`config.mk`:
```
export PLATFORM = sky130hd
export DESIGN_NAME = evt_stream_buffer_flat
export DESIGN_NICKNAME = d
export VERILOG_FILES = /design/src/rtl/evt_stream_buffer_if.sv /design/src/rtl/evt_stream_buffer.sv /design/src/flat_wrapper.sv
export SDC_FILE = /design/constraint.sdc
export NUM_CORES = 1
export LEC_CHECK = 0
export ABC_CLOCK_PERIOD_IN_PS = 3620
export BUFFER_PORTS_ARGS = -buffer_cell sky130_fd_sc_hd__buf_2
export CAP_MARGIN = 20
export CORE_MARGIN = 2
export CORE_UTILIZATION = 44
export DETAILED_ROUTE_END_ITERATION = 10
export PLACE_DENSITY = 0.89
export SYNTH_ARGS = -nofsm -noshare
export SYNTH_HDL_FRONTEND = slang
export SYNTH_SLANG_ARGS = --single-unit
```
`constraint.sdc`:
```
create_clock -name clk_i -period 3.62 [get_ports clk_i]
set_input_delay 0.362 -clock clk_i [delete_from_list [all_inputs] [get_ports clk_i]]
set_output_delay 0.362 -clock clk_i [all_outputs]
set_load 0.1 [all_outputs]
```
`src/rtl/evt_stream_buffer_if.sv`:
```
// Event stream handshake bundle carrying one payload of type T per transfer.
// The src side drives evt/valid, the dst side drives ready.
interface SNE_EVENT_STREAM #(
  parameter type T = logic
);
  T     evt;
  logic valid;
  logic ready;

  modport src (output evt, output valid, input ready);
  modport dst (input evt, input valid, output ready);
endinterface

```
`src/rtl/evt_stream_buffer.sv`:
```
// evt_stream_buffer: elastic event FIFO that sits behind a crossbar source
// port, so that short consumer stalls are absorbed locally instead of
// backing up the crossbar.
// Optional traffic counters are compiled in with EVT_STREAM_BUFFER_STATS_EN;
// without it, count_in_o/count_out_o are tied to zero and clear_stats_i is
// ignored.
module evt_stream_buffer #(
  parameter type T = logic,
  parameter int DEPTH = 4,
  localparam int FILL_WIDTH = $clog2(DEPTH + 1)
) (
  input  logic                  clk_i,
  input  logic                  rst_i,
  input  logic                  flush_i,
  input  logic                  clear_stats_i,
  SNE_EVENT_STREAM.dst          evt_stream_dst,
  SNE_EVENT_STREAM.src          evt_stream_src,
  output logic [FILL_WIDTH-1:0] fill_o,
  output logic                  full_o,
  output logic                  empty_o,
  output logic [31:0]           count_in_o,
  output logic [31:0]           count_out_o
);

  localparam int PTR_W = (DEPTH > 1) ? $clog2(DEPTH) : 1;
  localparam logic [PTR_W-1:0] LAST_PTR = PTR_W'(DEPTH - 1);
  localparam logic [FILL_WIDTH-1:0] FULL_FILL = FILL_WIDTH'(DEPTH);

  T                mem_q [DEPTH];
  T                mem_d [DEPTH];
  logic [PTR_W-1:0] wr_ptr_q, wr_ptr_d;
  logic [PTR_W-1:0] rd_ptr_q, rd_ptr_d;
  logic [FILL_WIDTH-1:0] fill_q, fill_d;

  logic in_ready;
  logic out_valid;
  logic push;
  logic pop;

  // Handshake qualifiers: ready looks only at registered occupancy, flush and
  // reset, so a full buffer never accepts into the slot being popped.
  always_comb begin
    full_o    = (fill_q == FULL_FILL);
    empty_o   = (fill_q == '0);
    fill_o    = fill_q;
    in_ready  = !full_o && !flush_i && !rst_i;
    out_valid = !empty_o && !flush_i;
    push      = evt_stream_dst.valid && in_ready;
    pop       = out_valid && evt_stream_src.ready;
  end

  assign evt_stream_dst.ready = in_ready;
  assign evt_stream_src.valid = out_valid;
  assign evt_stream_src.evt   = mem_q[rd_ptr_q];

  // Next pointers and occupancy; pointers wrap at DEPTH-1 by compare so that
  // non-power-of-two depths work, and flush overrides any handshake.
  always_comb begin
    wr_ptr_d = wr_ptr_q;
    rd_ptr_d = rd_ptr_q;
    fill_d   = fill_q;
    if (flush_i) begin
      wr_ptr_d = '0;
      rd_ptr_d = '0;
      fill_d   = '0;
    end else begin
      if (push) begin
        wr_ptr_d = (wr_ptr_q == LAST_PTR) ? '0 : wr_ptr_q + PTR_W'(1);
      end
      if (pop) begin
        rd_ptr_d = (rd_ptr_q == LAST_PTR) ? '0 : rd_ptr_q + PTR_W'(1);
      end
      case ({push, pop})
        2'b10:   fill_d = fill_q + FILL_WIDTH'(1);
        2'b01:   fill_d = fill_q - FILL_WIDTH'(1);
        default: fill_d = fill_q;
      endcase
    end
  end

  // Storage write: the accepted event lands at the write pointer.
  always_comb begin
    mem_d = mem_q;
    if (push) begin
      mem_d[wr_ptr_q] = evt_stream_dst.evt;
    end
  end

  // Control state register with synchronous reset.
  always_ff @(posedge clk_i) begin
    if (rst_i) begin
      wr_ptr_q <= '0;
      rd_ptr_q <= '0;
      fill_q   <= '0;
    end else begin
      wr_ptr_q <= wr_ptr_d;
      rd_ptr_q <= rd_ptr_d;
      fill_q   <= fill_d;
    end
  end

  // Payload storage needs no reset; entries are only read once written.
  always_ff @(posedge clk_i) begin
    mem_q <= mem_d;
  end

`ifdef EVT_STREAM_BUFFER_STATS_EN
  logic [31:0] count_in_q, count_in_d;
  logic [31:0] count_out_q, count_out_d;

  // Traffic counters; a clear in the same cycle as a handshake wins.
  always_comb begin
    count_in_d  = count_in_q;
    count_out_d = count_out_q;
    if (clear_stats_i) begin
      count_in_d  = '0;
      count_out_d = '0;
    end else begin
      if (push) count_in_d = count_in_q + 32'd1;
      if (pop)  count_out_d = count_out_q + 32'd1;
    end
  end

  // Counter registers, cleared by reset but not by flush.
  always_ff @(posedge clk_i) begin
    if (rst_i) begin
      count_in_q  <= '0;
      count_out_q <= '0;
    end else begin
      count_in_q  <= count_in_d;
      count_out_q <= count_out_d;
    end
  end

  assign count_in_o  = count_in_q;
  assign count_out_o = count_out_q;
`else
  logic unused_clear_stats;

  assign unused_clear_stats = clear_stats_i;
  assign count_in_o         = 32'd0;
  assign count_out_o        = 32'd0;
`endif

endmodule

```
`src/flat_wrapper.sv`:
```
// flat-port wrapper written by rule: the top's interface ports become plain ports
module evt_stream_buffer_flat 
#(
  parameter type T = logic,
  parameter int DEPTH = 4,
  localparam int FILL_WIDTH = $clog2(DEPTH + 1)
)
  (clk_i, rst_i, flush_i, clear_stats_i, fill_o, full_o, empty_o, count_in_o, count_out_o, evt_stream_dst_evt, evt_stream_dst_valid, evt_stream_dst_ready, evt_stream_src_evt, evt_stream_src_valid, evt_stream_src_ready);
  SNE_EVENT_STREAM #(.T(T)) evt_stream_dst_i ();
  SNE_EVENT_STREAM #(.T(T)) evt_stream_src_i ();
  input  logic clk_i;
  input  logic rst_i;
  input  logic flush_i;
  input  logic clear_stats_i;
  output logic [FILL_WIDTH-1:0] fill_o;
  output logic full_o;
  output logic empty_o;
  output logic [31:0] count_in_o;
  output logic [31:0] count_out_o;
  input wire logic [$bits(evt_stream_dst_i.evt)-1:0] evt_stream_dst_evt;
  input wire logic [$bits(evt_stream_dst_i.valid)-1:0] evt_stream_dst_valid;
  output wire logic [$bits(evt_stream_dst_i.ready)-1:0] evt_stream_dst_ready;
  output wire logic [$bits(evt_stream_src_i.evt)-1:0] evt_stream_src_evt;
  output wire logic [$bits(evt_stream_src_i.valid)-1:0] evt_stream_src_valid;
  input wire logic [$bits(evt_stream_src_i.ready)-1:0] evt_stream_src_ready;
  assign evt_stream_dst_i.evt = evt_stream_dst_evt;
  assign evt_stream_dst_i.valid = evt_stream_dst_valid;
  assign evt_stream_dst_ready = evt_stream_dst_i.ready;
  assign evt_stream_src_evt = evt_stream_src_i.evt;
  assign evt_stream_src_valid = evt_stream_src_i.valid;
  assign evt_stream_src_i.ready = evt_stream_src_ready;
  evt_stream_buffer #(.T(T), .DEPTH(DEPTH)) u_core (.clk_i(clk_i), .rst_i(rst_i), .flush_i(flush_i), .clear_stats_i(clear_stats_i), .evt_stream_dst(evt_stream_dst_i), .evt_stream_src(evt_stream_src_i), .fill_o(fill_o), .full_o(full_o), .empty_o(empty_o), .count_in_o(count_in_o), .count_out_o(count_out_o));
endmodule
```
; ---- Word level (Yosys, flattened, before mapping)
; Cells that the tools add are included.
[classes]
n_bitwise = 2
addsub = 4
n_mux = 9
reduce_logical = 13
n_eq_ne = 5
n_lt_le_gt_ge = 3
[op_table]
columns = operator, count
row1 = equality test 2 bit (second input constant), 3
row2 = >= comparator 3 bit (second input constant), 2
row3 = logical AND 1 bit, 6
row4 = NOT 2 -> 3 bit, 2
row5 = one-hot mux 3 bit (2 select lines), 1
row6 = adder 2 x 1 -> 2 bit (second input constant), 2
row7 = bitwise mux 4 bit, 1
row8 = logical NOT 1 bit, 4
row9 = two-way mux 2 bit, 2
row10 = adder 3 x 1 -> 3 bit (second input constant), 1
row11 = equality test 3 bit (second input constant), 1
row12 = logical NOT 3 bit, 1
row13 = less-than comparator 3 x 1 -> 1 bit (second input constant), 1
row14 = two-way mux 1 bit, 3
row15 = subtractor 3 x 1 -> 3 bit (second input constant), 1
row16 = binary-select mux 1 bit (select 2 bit), 1
row17 = demux 1 bit (select 2 bit), 1
row18 = equality test 2 x 1 -> 1 bit (second input constant), 1
row19 = nonzero test 2 bit, 1
row20 = OR reduction 2 bit, 1
[word_totals]
wordCells = 43
reg_bits = 11
in_bits = 7
out_inout_bits = 72

; ---- Logic depth before layout (Yosys ltp)
[depth]
word_depth = 7
ltp_mapped = 10
ltp_nobuf = 9

; ---- Worst setup path before layout
; Ideal clock, no wire load.
[synth_timing]
path_type = reg-to-output
startpoint = register u_core.fill_q[0] (netlist: u_core.fill_o[0])
endpoint = output port evt_stream_src_valid
path_slack_ps = -1134
t_required_ps = 3258
stages_incl_launch_ff = 3
arrival_time_ps = 4392
cell_sequence = dfxtp_1 > nor3_1 > nor2_1
[synth_via]
elab_chain_cells = 3
[synth_rtl]
columns = element, line_no
row1 = from (decl), evt_stream_buffer.sv:33  ; logic [FILL_WIDTH-1:0] fill_q, fill_d;
row2 = from (signal assigned), evt_stream_buffer.sv:98  ; fill_q <= fill_d;
row3 = logical NOT 3 bit, evt_stream_buffer.sv:44  ; empty_o = (fill_q == '0);
row4 = net empty_o, flat_wrapper.sv:17  ; output logic empty_o;
row5 = logical NOT 1 bit, evt_stream_buffer.sv:47  ; out_valid = !empty_o && !flush_i;
row6 = logical AND 1 bit, evt_stream_buffer.sv:47
row7 = to (decl), flat_wrapper.sv:24  ; output wire logic [$bits(evt_stream_src_i.valid)-1:0] evt_stream_src_valid;
; The timed path passes the listed nets, and every way through them passes these cells.

; ---- Final worst setup path
[layout_timing]
startpoint = register u_core.fill_q[0] (netlist: u_core.fill_o[0])
endpoint = register u_core.fill_q[2] (netlist: u_core.fill_o[2])
[layout_via]
elab_chain_cells = 7
word_cells_on_any_way = 15
[layout_rtl]
columns = element, line_no
row1 = equality test 3 bit, evt_stream_buffer.sv:43  ; full_o = (fill_q == FULL_FILL);
row2 = logical NOT 1 bit, evt_stream_buffer.sv:46  ; in_ready = !full_o && !flush_i && !rst_i;
row3 = logical AND 1 bit (2 in a row), evt_stream_buffer.sv:46
row4 = logical AND 1 bit, evt_stream_buffer.sv:48  ; push = evt_stream_dst.valid && in_ready;
row5 = equality test 2 x 1 -> 1 bit or equality test 2 bit (tied branches), evt_stream_buffer.sv:73  ; case ({push, pop})
row6 = one-hot mux 3 bit (2 select lines) or nonzero test 2 bit (tied branches), n/a
; Parallel ways exist; a longest one is shown, timed or not.
; A chain may end at the register's enable or synchronous reset.

==> summary.txt <==
STA
  – Fin crit period: 2350 ps
  – Fmax: roughly 420 MHz
  – Final critical-path share of the clock period: 65.1%
  – Fin. Hold Viols: 0
  – Clock skew: 12.5 ps
  – Setup_tns: 0 ps
  – Fin. max-slew vios: 0
  – Final Setup Violations: 0
  – RSZ-0062 raised after global routing: no
  – Hold WS: between 300 and 400 ps

GRT
  – Vias in the first global route: ~450
  – Overflow after GRT: 0
  – Initial antenna violation count: 0
  – Largest net degree at the start of global routing: 9
  – Total GRT Usage: ~9.0%
  – First-pass GRT wire length: ~1800 um

Logic synthesis
  – Syn Inst Count: around 120
  – Sequential area share after synthesis: a little under a quarter
  – Synth cell count leaders: buf_4 (64), dfxtp_1 (7), inv_1 (7)
  – Syn Area/Cell: around 9.0 sq um
  – Area share of the largest cell type after synthesis: 43.0%
  – Cell with the most instances after synthesis: buf_4
  – EDFF count, synth: 4
  – Synth area leaders: buf_4 (43%), dfxtp_1 (13%), edfxtp_1 (11%)
  – #FFs+latches synth: 11
  – Yosys cell types: 25
  – Asr flop ratio synth: 0%
  – Top_reg_cell synth: dfxtp_1
  – Netlist Area Pre-Place: ~1100 sq um
  – Synth Warn #: 0
  – Largest area contributor in the netlist: buf_4

Clock network
  – # clock sinks: 11
  – Hold buffer count at CTS: 0
  – CTS resizes: 0
  – H-tree levels: 1
  – CTS Root Cell: clkbuf_4
  – CTS tree: done
  – CTS clk-pin slew, worst paths: approximately 80 ps
  – Clock buffer depth: 2
  – Clk_lat worst skew: between 200 and 300 ps
  – CTS buffer count: 3
  – Post-CTS Setup Bufs: 0

Pwr
  – Combinational Power Share: between 50 and 60%
  – Switching portion of total power: between 60% and 70%
  – Clock power frac: 15.6%
  – Seq pwr share: ~25%
  – Peak VDD IR: 0.258 mV
  – P_sw: approximately 0.35 mW
  – Pwr Density: 534 nW/um^2
  – Leakage: a little over 0.5 nW
  – P_int: roughly 0.18 mW

Route
  – WL/cell: approximately 7.6 um
  – Residual DRC: 0
  – Via density: ~3.6
  – Final wirelength: 1280 um
  – Routed wl met2: around 700 um
  – Starting DRT DRC Count: 14
  – Wl on met1: about 430 um
  – Post-DRT Antenna Nets: 0
  – First-pass iteration count of the detailed router: 6
  – Met3 wire len: ~130 um
  – Routed vias: about 610
  – Highest routed layer: met4

Placed design
  – Final RePlAce weighted congestion: about 0.77
  – PortBufs: 13
  – HPWL Detailed: between 1000 and 1500 um
  – Placed cell count: roughly 170

Floorplanning
  – Overall die width: 54.4 um
  – Chip Height: between 50 and 60 um
  – I/O pins: about 80
  – Die Area: between 2000 and 3000 sq um
  – Starting Density: 45.9%
  – Row count: 18
  – Core area: ~2400 sq um

Status
  – Status: complete, no violations

Hold path
  – HP Class: in -> reg

Worst setup path
  – Setup CP Type: reg -> reg
  – CP Launch Type: flip-flop
  – WP data arrival: 2540 ps
  – CP endpoint kind: flip-flop
  – CP required: 3810 ps
  – Max FO, Critical Path: 7

Cells and area
  – Layout cell share with drive strength beyond 1: slightly below 20%
  – Layout area overhead: -10.3%
  – Layout Nets: approximately 150
  – Final std cells w/o fill: between 150 and 200
  – N_diodes: 0

Run
  – Maximum capacitance violations: 0
kinds of logic (layout without fill, tap and decap cells):
| group | after synthesis | after routing | synth area share (%) |
|---|---|---|---|
| muxes | 5 | 5 | 5.61 |
| adders and majority gates | 7 | 7 | 8.52 |
| xor gates and xnor gates | 2 | 2 | 1.57 |
| other | 1 | 64 | 0.336 |
| and+or+nand+nor | 23 | 23 | 12.7 |
| AOI/OAI and AO/OA | 3 | 3 | 1.57 |
| buffers and inverters | 72 | 24 | 46.4 |
| DFF | 11 | 11 | 23.3 |
metrics by stage:
step                setup WS [ps]  total power, mW  utilization, %  cell area (sq um)
floorplan                     188            0.500               -               1360
global placement             1370            0.453            40.1                975
detailed placement           1290            0.453            40.1                975
CTS                          1270            0.537            41.2               1000
global route                 1150            0.550            41.2               1000
finish                       1270            0.535            41.2               1000
power by group through the flow:
stage / Sequential [mW] / Combinational (mW) / Clock [mW]
final: 0.132 / 0.320 / 0.0832
after global routing: 0.132 / 0.329 / 0.0890
after CTS: 0.132 / 0.319 / 0.0859
after detailed placement: 0.135 / 0.319 / 0
after global placement: 0.135 / 0.318 / 0
after floorplan: 0.137 / 0.364 / 0
flip-flops by register name, indices dropped and copies added, names as in the netlist:
name             flops
u_core.mem_q         4
u_core.fill_o        3
u_core.rd_ptr_q      2
u_core.wr_ptr_q      2
critical path: stages (launching register included):
cell	delay [ps]
dfxtp_1	380
nor3b_4	260
and3b_1	280
inv_1	90
ha_1	180
inv_1	60
fa_1	370
xor2_1	160
or3_1	300
a21boi_0	190
area by class of cell:
cell class / count / area (sq um)
Clock buffer: 4 / 26.3
Fill cell: 249 / 1430
Inverter: 7 / 26.3
Multi-Input combinational cell: 104 / 584
Sequential cell: 11 / 262
Tap cell: 30 / 37.5
Timing Repair Buffer: 13 / 65.1
layout by cell type (no fill, tap or decap), types with 2 or more instances in the layout:
cell type,instances
buf_2,13
edfxtp_1,4
ha_1,6
inv_1,7
nand2_1,6
mux2i_1,4
and2_2,3
xor2_1,2
dfxtp_1,6
nor2_1,3
conb_1,64
clkbuf_4,3
nor3_1,2
nor3_2,2
layer usage:
metal / vias up / track usage [%]
met2: 40 / 15.1
met1: 280 / 9.72
met4: 0 / 7.50
met5: - / 0
met3: 2 / 1.64
li1: 291 / -
worst paths after layout:
check	from	end	slack, ps	cells past startpoint
worst max-delay path	u_core.fill_o[0]$_SDFFE_PP0P_	u_core.fill_o[2]$_SDFFE_PP0P_	1270	9
worst min-delay path	rst_i	u_core.fill_o[0]$_SDFFE_PP0P_	310	2
worst max register to register	u_core.fill_o[0]$_SDFFE_PP0P_	u_core.fill_o[2]$_SDFFE_PP0P_	1270	9
worst min register to register	u_core.rd_ptr_q[1]$_SDFFE_PP0P_	u_core.rd_ptr_q[1]$_SDFFE_PP0P_	490	2
Power figures use the tool's default switching activity.
